`src/rtl/csr_avalon_initiator.sv`:
```
// Bridges a valid/ready CSR command/response pair onto an Avalon-MM host port, one access at a time.
// Latency: strobe the cycle after acceptance, response the cycle after completion; rsp_ready stalls RESP.
// Optional abort of accesses stuck under waitrequest when CSR_INITIATOR_TIMEOUT_EN is defined.
module csr_avalon_initiator #(
    parameter int unsigned TIMEOUT_CYCLES = 1023
) (
    input  logic        csr_clk_clk,
    input  logic        csr_clk_reset_reset,
    input  logic        cmd_valid,
    output logic        cmd_ready,
    input  logic        cmd_write,
    input  logic [15:0] cmd_address,
    input  logic [31:0] cmd_writedata,
    output logic        rsp_valid,
    input  logic        rsp_ready,
    output logic [31:0] rsp_readdata,
    output logic        rsp_error,
    output logic [15:0] master_address,
    output logic        master_read,
    output logic        master_write,
    output logic [31:0] master_writedata,
    input  logic [31:0] master_readdata,
    input  logic        master_waitrequest
);

    if (TIMEOUT_CYCLES < 1 || TIMEOUT_CYCLES > 65535) begin : g_bad_timeout
        $error("TIMEOUT_CYCLES must be within 1..65535");
    end

    typedef enum logic [1:0] {
        IDLE   = 2'd0,
        ACCESS = 2'd1,
        RESP   = 2'd2
    } state_t;

    state_t      state, state_nxt;
    logic        is_write;
    logic [15:0] addr_q;
    logic [31:0] wdata_q;
    logic [31:0] rdata_q;
    logic        err_q;
    logic        strobe;
    logic        done;
    logic        abort;

    assign strobe = (state == ACCESS);
    assign done   = strobe && !master_waitrequest;

`ifdef CSR_INITIATOR_TIMEOUT_EN
    localparam logic [15:0] TO_LAST = 16'(TIMEOUT_CYCLES - 1);

    logic [15:0] to_cnt;

    // Abort on the last allowed stalled cycle; a late grant on that cycle still wins via done.
    assign abort = strobe && master_waitrequest && (to_cnt == TO_LAST);

    always_ff @(posedge csr_clk_clk) begin
        if (csr_clk_reset_reset) begin
            to_cnt <= '0;
        end else if (state != ACCESS) begin
            to_cnt <= '0;
        end else if (master_waitrequest) begin
            to_cnt <= to_cnt + 16'd1;
        end
    end
`else
    assign abort = 1'b0;
`endif

    always_ff @(posedge csr_clk_clk) begin
        if (csr_clk_reset_reset) begin
            state <= IDLE;
        end else begin
            state <= state_nxt;
        end
    end

    always_comb begin
        state_nxt = state;
        case (state)
            IDLE:    if (cmd_valid)      state_nxt = ACCESS;
            ACCESS:  if (done || abort)  state_nxt = RESP;
            RESP:    if (rsp_ready)      state_nxt = IDLE;
            default:                     state_nxt = IDLE;
        endcase
    end

    always_ff @(posedge csr_clk_clk) begin
        if (csr_clk_reset_reset) begin
            is_write <= 1'b0;
            addr_q   <= '0;
            wdata_q  <= '0;
            rdata_q  <= '0;
            err_q    <= 1'b0;
        end else begin
            if (state == IDLE && cmd_valid) begin
                is_write <= cmd_write;
                addr_q   <= cmd_address;
                wdata_q  <= cmd_writedata;
            end
            if (done) begin
                rdata_q <= is_write ? 32'h0 : master_readdata;
                err_q   <= 1'b0;
            end else if (abort) begin
                rdata_q <= 32'hDEADC0DE;
                err_q   <= 1'b1;
            end
        end
    end

    assign cmd_ready        = (state == IDLE);
    assign rsp_valid        = (state == RESP);
    assign rsp_readdata     = rdata_q;
    assign rsp_error        = err_q;
    assign master_read      = strobe && !is_write;
    assign master_write     = strobe && is_write;
    assign master_address   = addr_q;
    assign master_writedata = wdata_q;

endmodule

```
`config.mk`:
```
export PLATFORM = sky130hd
export DESIGN_NAME = csr_avalon_initiator
export DESIGN_NICKNAME = d
export VERILOG_FILES = /design/src/rtl/csr_avalon_initiator.sv
export SDC_FILE = /design/constraint.sdc
export NUM_CORES = 1
export LEC_CHECK = 0
export CORE_MARGIN = 4
export CORE_UTILIZATION = 37
export DETAILED_ROUTE_END_ITERATION = 10
export PLACE_DENSITY = 0.8
export RECOVER_POWER = 50
export SLEW_MARGIN = 10
export SYNTH_ARGS = -nofsm -noshare
export SYNTH_HDL_FRONTEND = slang
export SYNTH_SLANG_ARGS = --single-unit
```
`constraint.sdc`:
```
create_clock -name csr_clk_clk -period 1.91 [get_ports csr_clk_clk]
set_input_delay 0.4775 -clock csr_clk_clk [delete_from_list [all_inputs] [get_ports csr_clk_clk]]
set_output_delay 0.4775 -clock csr_clk_clk [all_outputs]
set_load 0.05 [all_outputs]
```
==> reports/results.txt <==
Largest delay contributor family on the critical path = flip-flops
Setup TNS = 0 ns
Placer Congestion = 0.705
# setup viols final = 0
Via count = 2666
Layout cell share with drive strength beyond 1 = 7.22%
Port Buffers = 169
Final Hold Viols = 0
Pwr per Cell Area = 941 nW/µm²
Critical path capture point type = output pin
F_max = 0.553 GHz
Crit-path max FO = 8
Crit-path max cell delay = 0.52 ns
Tcrit/Tclk final = 94.8%
Setup CP Type = flop to output pin
Initial core utilization = 38.4%
Drt drc = 0
CTS H-Tree Depth = 3
Pins over their slew limit = 0
Gate Count Post-Synth = 301
DRT antenna net count = 0
Flops & latches, synth = 83
Hold Crit Depth = 2
WL/cell = 14.3 µm
Clk sink count = 83
Worst-Margin Slew = 0.639 ns
Maxcap violations = 0
# hold bufs at CTS = 0
CP Cell Sequence = nor2b_1 > buf_12
Arrival time worst endpoint = 1.33 ns
P&R area growth vs syn = 55.5%
CP Buf/Inv Count = 1
Num ports = 171
CTS Buf Count = 9
Cell Area, Synth = 2800 µm²
Most frequent cells in the layout = nand2_1 (98), clkdlybuf4s50_1 (83), dfxtp_1 (82)
Status = finished, final reports clean
First-pass GRT wire length = 12.2 mm
Clock transition at the registers of the reported paths = 0.08 ns
Rows = 31
CP max stage cell = dfxtp_1
Grt total ovfl = 0
Root Buffer Master = clkbuf_8
Initial antenna violation count = 2
Largest net degree at the start of global routing = 50
WP data required = 1.43 ns
CP Launch Type = flop
Clk_lat worst skew = 0.33 ns
Number of global-route vias before repair = 2500
Die height = 95.0 µm
Synth Net Count = 387
Initial DRT Pass Iterations = 4
Layout Skew = 0.00511 ns
DIE AREA = 9030 µm²
Yosys cell types = 20
Leak = 1.65 nW
Global Route Usage Sum = 17.3%
Max clock buf depth = 2
Core area = 7290 µm²
Register area share after synthesis = 59.3%
Final cell count without fillers = 571
CTS tree = done
Post-DP HPWL = 6.11 mm
Drt first-iter violations = 120
Vias per cell = 4.67
Die Wd = 95.0 µm
Post-Place Cells = 554
Worst hold path class = input port to flop
Stages on worst setup path = 2
Commonest non-fill, non-tap cell in the layout = nand2_1
Max IR drop VDD = 440 µV
Min Tclk post-route = 1.81 ns
Final #Nets = 552
Slew margin rel. = 57.6%
R2R cell count = 4
RSZ-0062 raised after global routing = no
Warnings from Yosys = 0
Total Wirelength = 8.16 mm
Post-Syn Area per Cell = 9.31 µm²
[cells by family after synthesis]
| group | count (synthesis) | synth area share [%] |
|---|---|---|
| AOI/OAI and AO/OA | 82 | 18.9 |
| other | 1 | 0.134 |
| DFF | 83 | 59.3 |
| buffers and inverters | 25 | 4.91 |
| muxes | 1 | 0.357 |
| and+or+nand+nor | 109 | 16.4 |
[metrics by stage]
| step | power (mW) | area (µm²) | hold slack [ns] | setup WS (ns) | util, % |
|---|---|---|---|---|---|
| final | 4.10 | 4360 | 0.427 | 0.100 | 59.8 |
| after global routing | 4.28 | 4360 | 0.425 | 0.0173 | 59.8 |
| after CTS | 4.25 | 4670 | 0.411 | 0.0501 | 64.1 |
| after detailed placement | 2.85 | 4450 | 0.448 | 0.0633 | 61.0 |
| after global placement | 2.84 | 4450 | 0.443 | 0.0723 | 61.0 |
| after floorplan | 2.44 | 2800 | 0.457 | 0.0182 | - |
[synthesized netlist by cell type, drive strengths merged]
library cell,number,area share (%)
nand2,98,13
dfxtp,83,59
a21oi,50,8.9
a22o,32,10
buf,15,3.6
clkbuf,9,1.2
nor3b,4,1.8
nor2,3,0.40
and3b,1,0.31
conb,1,0.13
inv,1,0.13
mux2i,1,0.36
nor2b,1,0.22
nor3,1,0.18
or3b,1,0.31
[sequential cells by signal, indices dropped and copies added (netlist names)]
signal and count:
master_writedata 32, rsp_readdata 32, master_address 16, state 2, is_write 1
[what timing repair did]
item	in CTS	in global routing
gates resized for setup	0	1
setup buffers	0	0
endpoints found under the hold margin	0	0
setup endpoints to repair	0	1
[worst register-to-register path, stage by stage (launching register included)]
cell	delay (ns)
dfxtp_1	0.41
or3b_1	0.40
clkbuf_4	0.37
nand2_1	0.18
a21oi_1	0.07
[per-layer routing]
layer | vias to the layer above | wire [µm] | global-route usage, %
met4 | 2 | 104 | 6.85
met1 | 1208 | 3310 | 19.6
met5 | - | 7 | 0
met3 | 9 | 920 | 6.79
met2 | 109 | 3810 | 29.3
li1 | 1338 | - | -
[power breakdown]
part	internal, mW	switching [mW]	total (mW)	leakage [nW]
Combinational	0.296	0.549	0.845	0.865
Sequential	1.82	0.0530	1.88	0.679
Clock	0.772	0.608	1.38	0.108
[area by class of cell]
class / count / area, µm²
timing repair buffer: 178 / 1330
sequential: 83 / 1660
clock buffer: 10 / 138
tap: 99 / 124
multi-input combinational: 193 / 1010
inverter: 1 / 3.75
antenna: 1 / 2.50
fill: 695 / 2930
clock inverter: 6 / 88.8
[final timing paths]
| check | endpoint | slack (ns) | startpoint |
|---|---|---|---|
| min | master_writedata[26]$_SDFFE_PP0P_ | 0.43 | csr_clk_reset_reset |
| max reg2reg | master_writedata[2]$_SDFFE_PP0P_ | 0.36 | state[1]$_SDFFE_PP0P_ |
| min reg2reg | master_address[4]$_SDFFE_PP0P_ | 0.46 | master_address[4]$_SDFFE_PP0P_ |
| max | rsp_valid | 0.10 | state[1]$_SDFFE_PP0P_ |
Power figures use the tool's default switching activity.
